File: src/rtl/reg_bank_pkg.sv
// Shared constants and encodings for the two-requester register bank.
package reg_bank_pkg;

    localparam int DATA_W_DEF   = 4;
    localparam int NUM_REGS_DEF = 4;
    localparam int ADDR_W_DEF   = 2;

    typedef enum logic {
        REQ0 = 1'b0,
        REQ1 = 1'b1
    } req_id_e;

    typedef enum logic {
        OP_READ  = 1'b0,
        OP_WRITE = 1'b1
    } op_e;

endpackage

File: src/rtl/reg_bank_slot.sv
// One bank register: load-enabled storage with asynchronous active-low clear.
module reg_bank_slot #(
    parameter int DATA_W = 4
) (
    input  logic              clk,
    input  logic              rst_n,
    input  logic              load_i,
    input  logic [DATA_W-1:0] d_i,
    output logic [DATA_W-1:0] q_o
);

    logic [DATA_W-1:0] q_q;

    // Capture new data on a load, otherwise hold
    always_ff @(posedge clk or negedge rst_n) begin
        if (!rst_n) begin
            q_q <= '0;
        end else if (load_i) begin
            q_q <= d_i;
        end
    end

    assign q_o = q_q;

endmodule

File: src/rtl/reg_bank_arbiter.sv
// Round-robin arbiter sharing a register bank between two requesters.
// One access per cycle; read data returns on a registered one-cycle pulse.
module reg_bank_arbiter
    import reg_bank_pkg::*;
#(
    parameter int DATA_W   = DATA_W_DEF,
    parameter int NUM_REGS = NUM_REGS_DEF,
    parameter int ADDR_W   = ADDR_W_DEF
) (
    input  logic              clk,
    input  logic              rst_n,
    input  logic              req0_valid,
    output logic              req0_ready,
    input  logic              req0_we,
    input  logic [ADDR_W-1:0] req0_addr,
    input  logic [DATA_W-1:0] req0_wdata,
    output logic              rsp0_valid,
    output logic [DATA_W-1:0] rsp0_rdata,
    input  logic              req1_valid,
    output logic              req1_ready,
    input  logic              req1_we,
    input  logic [ADDR_W-1:0] req1_addr,
    input  logic [DATA_W-1:0] req1_wdata,
    output logic              rsp1_valid,
    output logic [DATA_W-1:0] rsp1_rdata
);

    req_id_e           rr_q, rr_d;
    logic              grant0, grant1, xfer;
    req_id_e           sel_id;
    op_e               sel_op;
    logic [ADDR_W-1:0] sel_addr;
    logic [DATA_W-1:0] sel_wdata;
    logic [DATA_W-1:0] rd_data;
    logic [NUM_REGS-1:0] load;
    logic [DATA_W-1:0] bank [NUM_REGS];

    logic              rsp0_valid_q, rsp0_valid_d;
    logic              rsp1_valid_q, rsp1_valid_d;
    logic [DATA_W-1:0] rsp0_rdata_q, rsp0_rdata_d;
    logic [DATA_W-1:0] rsp1_rdata_q, rsp1_rdata_d;

    // Grant: a lone requester always wins; a tie goes opposite the last grant
    always_comb begin
        grant0 = req0_valid && (!req1_valid || rr_q == REQ1);
        grant1 = req1_valid && (!req0_valid || rr_q == REQ0);
    end

    assign req0_ready = grant0;
    assign req1_ready = grant1;
    assign xfer       = grant0 | grant1;

    // Steer the granted command onto the shared bank path and advance rr
    always_comb begin
        sel_id    = grant1 ? REQ1 : REQ0;
        sel_op    = op_e'(grant1 ? req1_we : req0_we);
        sel_addr  = grant1 ? req1_addr : req0_addr;
        sel_wdata = grant1 ? req1_wdata : req0_wdata;
        rr_d      = xfer ? sel_id : rr_q;
    end

    // Write decode; out-of-range addresses match no slot and are dropped
    always_comb begin
        load = '0;
        for (int unsigned i = 0; i < NUM_REGS; i++) begin
            load[i] = xfer && (sel_op == OP_WRITE) && (sel_addr == ADDR_W'(i));
        end
    end

    for (genvar g = 0; g < NUM_REGS; g++) begin : g_slot
        reg_bank_slot #(
            .DATA_W (DATA_W)
        ) u_slot (
            .clk    (clk),
            .rst_n  (rst_n),
            .load_i (load[g]),
            .d_i    (sel_wdata),
            .q_o    (bank[g])
        );
    end

    // Read mux; out-of-range reads fall through to zero
    always_comb begin
        rd_data = '0;
        for (int unsigned i = 0; i < NUM_REGS; i++) begin
            if (sel_addr == ADDR_W'(i)) begin
                rd_data = bank[i];
            end
        end
    end

    // Response next-state: read transfers launch a pulse, rdata holds otherwise
    always_comb begin
        rsp0_valid_d = grant0 && (sel_op == OP_READ);
        rsp1_valid_d = grant1 && (sel_op == OP_READ);
        rsp0_rdata_d = rsp0_valid_d ? rd_data : rsp0_rdata_q;
        rsp1_rdata_d = rsp1_valid_d ? rd_data : rsp1_rdata_q;
    end

    // rr pointer and response registers, cleared asynchronously
    always_ff @(posedge clk or negedge rst_n) begin
        if (!rst_n) begin
            rr_q         <= REQ1;
            rsp0_valid_q <= 1'b0;
            rsp1_valid_q <= 1'b0;
            rsp0_rdata_q <= '0;
            rsp1_rdata_q <= '0;
        end else begin
            rr_q         <= rr_d;
            rsp0_valid_q <= rsp0_valid_d;
            rsp1_valid_q <= rsp1_valid_d;
            rsp0_rdata_q <= rsp0_rdata_d;
            rsp1_rdata_q <= rsp1_rdata_d;
        end
    end

    assign rsp0_valid = rsp0_valid_q;
    assign rsp1_valid = rsp1_valid_q;
    assign rsp0_rdata = rsp0_rdata_q;
    assign rsp1_rdata = rsp1_rdata_q;

endmodule

File: config.mk
export PLATFORM = sky130hd
export DESIGN_NAME = reg_bank_arbiter
export DESIGN_NICKNAME = d
export VERILOG_FILES = /design/src/rtl/reg_bank_pkg.sv /design/src/rtl/reg_bank_slot.sv /design/src/rtl/reg_bank_arbiter.sv
export SDC_FILE = /design/constraint.sdc
export NUM_CORES = 1
export LEC_CHECK = 0
export CAP_MARGIN = 20
export CORE_MARGIN = 3
export CORE_UTILIZATION = 45
export CTS_CLUSTER_SIZE = 30
export DETAILED_ROUTE_END_ITERATION = 6
export DONT_BUFFER_PORTS = 1
export GPL_ROUTABILITY_DRIVEN = 0
export PLACE_DENSITY = 0.58
export SETUP_SLACK_MARGIN = 0.5
export SLEW_MARGIN = 0
export SYNTH_ARGS = -nofsm -noshare
export SYNTH_HDL_FRONTEND = slang
export SYNTH_SLANG_ARGS = --single-unit
File: constraint.sdc
create_clock -name clk -period 3.7 [get_ports clk]
set_clock_uncertainty 0.1 [all_clocks]
set_input_delay 0.74 -clock clk [delete_from_list [all_inputs] [get_ports clk]]
set_output_delay 0.74 -clock clk [all_outputs]
set_load 0.01 [all_outputs]
Word-level counts from Yosys, hierarchy flattened. Index checks and enable logic that the tools add are counted.

Word-level logic and storage cells: 37. Output and inout bits: 12. Register bits: 27. Bits of input ports: 18.

Reductions and logical operators: 14. Bitwise operators: 3. Equality and inequality tests: 3. Muxes and demuxes: 8.

Operator list (count): 2-to-1 mux 4 bit (5); logical AND 1 bit (9); equality test 2 bit (second input constant) (2); equality test 2 x 1 -> 1 bit (second input constant) (1); zero test 1 bit (2); zero test 2 bit (1); logical OR 1 bit (2); 2-to-1 mux 1 bit (2); 2-to-1 mux 2 bit (1); NOT 1 bit (2); OR 1 bit (1).

Depth between registers and ports, before layout.
Depth after elaboration: 9. Depth in mapped cells: 5. Gate-level depth less buffers: 5.

Cells and area by module. From an unflattened synthesis, not the netlist that was laid out.

Cell total of the unflattened synthesis: 103. Area total of the unflattened synthesis: 1298.7 sq um.

By module, submodules not included: reg_bank_arbiter (cells each 71, sequential area each 276.5 sq um, times used 1, area each 718.2 sq um); reg_bank_slot (cells each 8, sequential area each 100.1 sq um, times used 4, area each 145.1 sq um).

Worst setup path before layout. No wires, ideal clock.

Path type: input-to-reg. From: in req1_valid. To: reg rsp0_rdata_q[2] (netlist: rsp0_rdata[2]). Arrival time: 2.009 ns. Buffers on the path: 0. Setup time: 0.126 ns. Slack: 1.465 ns. Cell stages on the path: 4. Data required time: 3.474 ns. Path through: a21bo_4 -> mux2i_4 -> mux2_2 -> a221o_1.

Longest elaborated chain between the ends: 7. Elaborated cells between the ends (all ways): 16. Classes of those cells: eq/ne (3); mux (6); bitwise (1); reduce/logical (6).

RTL lines: from (decl) (RTL line reg_bank_arbiter.sv:19) `input logic req1_valid,`; logical AND 1 bit (RTL line reg_bank_arbiter.sv:46) `grant1 = req1_valid && (!req0_valid || rr_q == REQ0);`; 2-to-1 mux 2 bit (RTL line reg_bank_arbiter.sv:57) `sel_addr = grant1 ? req1_addr : req0_addr;`; zero test 2 bit (RTL line reg_bank_arbiter.sv:86) `if (sel_addr == ADDR_W'(i)) begin`; 2-to-1 mux 4 bit (4 in a row) (RTL line reg_bank_arbiter.sv:86); to (signal assigned) (RTL line reg_bank_arbiter.sv:112) `rsp0_rdata_q <= rsp0_rdata_d;`; to (decl) (RTL line reg_bank_arbiter.sv:40) `logic [DATA_W-1:0] rsp0_rdata_q, rsp0_rdata_d;`.

Parallel ways exist; a longest one is shown, timed or not. A chain may end at the register's enable or synchronous reset.

Final worst setup path.
From: reg rr_q. To: reg rsp1_rdata_q[3] (netlist: rsp1_rdata[3]).

Longest elaborated chain between the ends: 9. Elaborated cells between the ends (all ways): 15. Classes of those cells: eq/ne (3); mux (6); bitwise (2); reduce/logical (4).

RTL lines: from (decl) (RTL line reg_bank_arbiter.sv:28) `req_id_e rr_q, rr_d;`; from (signal assigned) (RTL line reg_bank_arbiter.sv:109) `rr_q <= rr_d;`; NOT 1 bit (*) (RTL line reg_bank_arbiter.sv:46); logical OR 1 bit (*) (RTL line reg_bank_arbiter.sv:46); logical AND 1 bit (*) (RTL line reg_bank_arbiter.sv:46); 2-to-1 mux 2 bit (RTL line reg_bank_arbiter.sv:57); zero test 2 bit (RTL line reg_bank_arbiter.sv:86); 2-to-1 mux 4 bit (4 in a row) (RTL line reg_bank_arbiter.sv:86); to (signal assigned) (RTL line reg_bank_arbiter.sv:113) `rsp1_rdata_q <= rsp1_rdata_d;`; to (decl) (RTL line reg_bank_arbiter.sv:41) `logic [DATA_W-1:0] rsp1_rdata_q, rsp1_rdata_d;`.

Every way passes the cells marked *; elsewhere a longest branch is shown, timed or not.

==> flow_summary.json <==
{
  "status": "completed",
  "ff_latch_area_sq_um": 677,
  "r2r_end": "rsp1_rdata[3]",
  "syn_nets": 126,
  "drc": 0,
  "path_clk_slew_ns": 0.15,
  "synth_xor_area_frac": 0,
  "cts-resized-gates": 0,
  "num_rows": 19,
  "grt_pass1_vias": 829,
  "cp-startpoint": "rr_q",
  "synth_top_cell_area_share": 0.485,
  "synthToLayoutAreaGrowth_pct": 6.06,
  "min_period_over_period": 0.605,
  "yosysMostFrequentCell": "dfrtp_1",
  "cp_slowest_cell": "dfstp_2",
  "tightestPinTransition_ns": 0.534,
  "synthFlopType": "dfrtp_1",
  "grt_pass1_wl_um": 4190,
  "combPwrFrac": 0.288,
  "die_w_um": 60.6,
  "synth_seq_cells": 27,
  "grt_max_degree": 27,
  "timing.fmax_mhz": 447,
  "ys_warn_count": 0,
  "tns_ns": 0,
  "grt_util_all_layers": 0.157,
  "muxShareOfSynthArea": 0.240,
  "async_reset_ff_frac": 1.00,
  "finalCriticalPeriod_ns": 2.24,
  "clock_path_buffers": 2,
  "drt_wl_total_um": 2680,
  "multi_input_area_sq_um": 653,
  "cp.required_ns": 3.82,
  "timing.rr.start": "rr_q",
  "drt-vias-per-instance": 6.14,
  "yosys.area_share.simple": 0.145,
  "power.density_mw_per_mm2": 589,
  "synth-seq-area-share": 0.504,
  "crit_chain": "a21bo_4, mux2i_4, mux2_2, a221o_1",
  "power_switching_mw": 0.254,
  "fin_ws_ns": 1.46,
  "worstSetupPathType": "reg -> reg",
  "slew_headroom": 0.644,
  "crit_fanout": 14,
  "worst_setup_path_start_kind": "flop",
  "io_buffers": 0,
  "slew_violations": 0,
  "antenna_left": 0,
  "synth_compound_area_frac": 0.102,
  "hpwlAfterDp_um": 2010,
  "yosys.area_share.adder": 0,
  "path_depth": 4,
  "hold_path_class": "in -> async",
  "htree_levels": 1,
  "core_sq_mm": 0.00281,
  "die_h_um": 60.6,
  "cts-buffers-inserted": 3,
  "finalSetupViolations": 0,
  "wl_per_cell_um": 18.7,
  "drt_pass1_iterations": 4,
  "cts.sinks": 27,
  "vdd_drop_max_v": 0.000238,
  "holdWs_ns": 0.102,
  "num_vias": 878,
  "initial_utilization": 0.479,
  "synth_top_area_cell": "dfrtp_1",
  "nets": 131,
  "critPathCaptureType": "flop",
  "seqPwrFrac": 0.560,
  "drive_gt1_frac": 0.304,
  "crit_family": "multiplexers",
  "power_leakage_nw": 0.632,
  "avgSynthCellArea_sq_um": 12.4,
  "io_pins": 30,
  "p_total_mw": 0.838,
  "maxCapViolations": 0,
  "first_iter_violations": 47,
  "p_int_mw": 0.584,
  "antenna_found_initial": 0,
  "synthTopCellsByArea": "dfrtp_1, mux2_2, a221o_1, mux2_4, nand2_1",
  "swShare": 0.303,
  "rr_worst_depth": 4,
  "die_area_sq_mm": 0.00367,
  "synth_commonest_cells": "dfrtp_1, mux2_2, nand2_1, a221o_1",
  "dp_worst_setup_slack_ns": 1.23,
  "clkPwrFrac": 0.153,
  "synth_cell_types": 24,
  "r2r_slack_ns": 1.46,
  "grt_overflow": 0,
  "synth_edf_count": 0,
  "max_stage_delay_ns": 0.59,
  "diodes": 0,
  "rsz0062_at_grt": "no",
  "crit_path_end": "rsp1_rdata[3]",
  "cts_tree": "yes",
  "clk_latency_ns": 0.32,
  "syn_area_sq_mm": 0.00134,
  "fillCellCount": 251,
  "hold_violations": 0,
  "cp_data_arrival_time_ns": 2.36,
  "synth_cells": 108,
  "path_buf_inv": 0,
  "cts_root_buf": "clkbuf_4",
  "synth_top_family_by_area": "multiplexers"
}
-- cell usage in the layout (no fill, tap or decap), types with 2 or more instances in the layout --
cell type | Yosys | final
a21oi_1 | 3 | 3
a221o_1 | 8 | 8
and2_1 | 5 | 5
clkbuf_4 | 0 | 3
dfrtp_1 | 26 | 26
mux2_2 | 19 | 19
mux2_4 | 5 | 5
nand2_1 | 12 | 12
nand3_1 | 2 | 2
nand3b_1 | 5 | 5
nor2_1 | 3 | 3
nor2b_1 | 5 | 5
nor3_1 | 2 | 2
or3_1 | 2 | 2
-- logic make-up after synthesis --
logic type	after synthesis
compound gates	15
mux	26
buf+inv	3
flops	27
simple gates	37
-- worst min-delay path by stage --
stage	from	to	slack [ns]	cells past startpoint
after floorplan	rst_n	g_slot[0].u_slot.q_o[0]	0.34	0
after global placement	rst_n	rsp0_valid	0.34	0
after detailed placement	rst_n	rsp0_valid	0.34	0
after CTS	rst_n	rsp0_rdata[1]	0.1	1
after global routing	rst_n	rsp0_rdata[3]	0.08	1
final	rst_n	rsp0_rdata[1]	0.10	1
-- stage by stage --
step                      std cells   util  cell area, sq um
after global routing            143  0.508              1420
after CTS                       143  0.508              1420
after floorplan                 108      -              1340
after detailed placement        138  0.491              1380
final                           143  0.508              1420
after global placement          138  0.491              1380
-- sequential cells by signal (all words and copies together), names as in the netlist --
register           count
rsp0_valid             1
rsp1_valid             1
rsp0_rdata             4
rsp1_rdata             4
g_slot.u_slot.q_o     16
rr_q                   1
-- final cells by class --
type,instances,area share
Inverter,2,0.00527
Timing Repair Buffer,1,0.0141
Tap cell,31,0.0272
Multi-Input combinational cell,78,0.459
Clock inverter,1,0.00351
Clock buffer,3,0.0158
Sequential cell,27,0.475
-- power by group through the flow --
stage | registers, mW | clock network, mW | logic, mW
6_report | 0.469 | 0.128 | 0.241
5_1_grt | 0.484 | 0.149 | 0.265
4_1_cts | 0.471 | 0.132 | 0.243
3_5_place_dp | 0.478 | 0 | 0.234
3_3_place_gp | 0.474 | 0 | 0.231
2_1_floorplan | 0.460 | 0 | 0.201
-- timing repair --
| action | CTS | global route |
|---|---|---|
| hold buffers | 1 | 0 |
| buffers inserted | 0 | 0 |
| endpoints found under the hold margin | 26 | 0 |
-- metal layers --
layer  track usage  part of all wire  wire [um]
met1         0.207              0.46       1230
met2         0.247              0.45       1220
met3        0.0489             0.062        165
met4        0.0495             0.025         67
met5             0                 0          0
No activity file was read; power rests on OpenSTA's default activity.
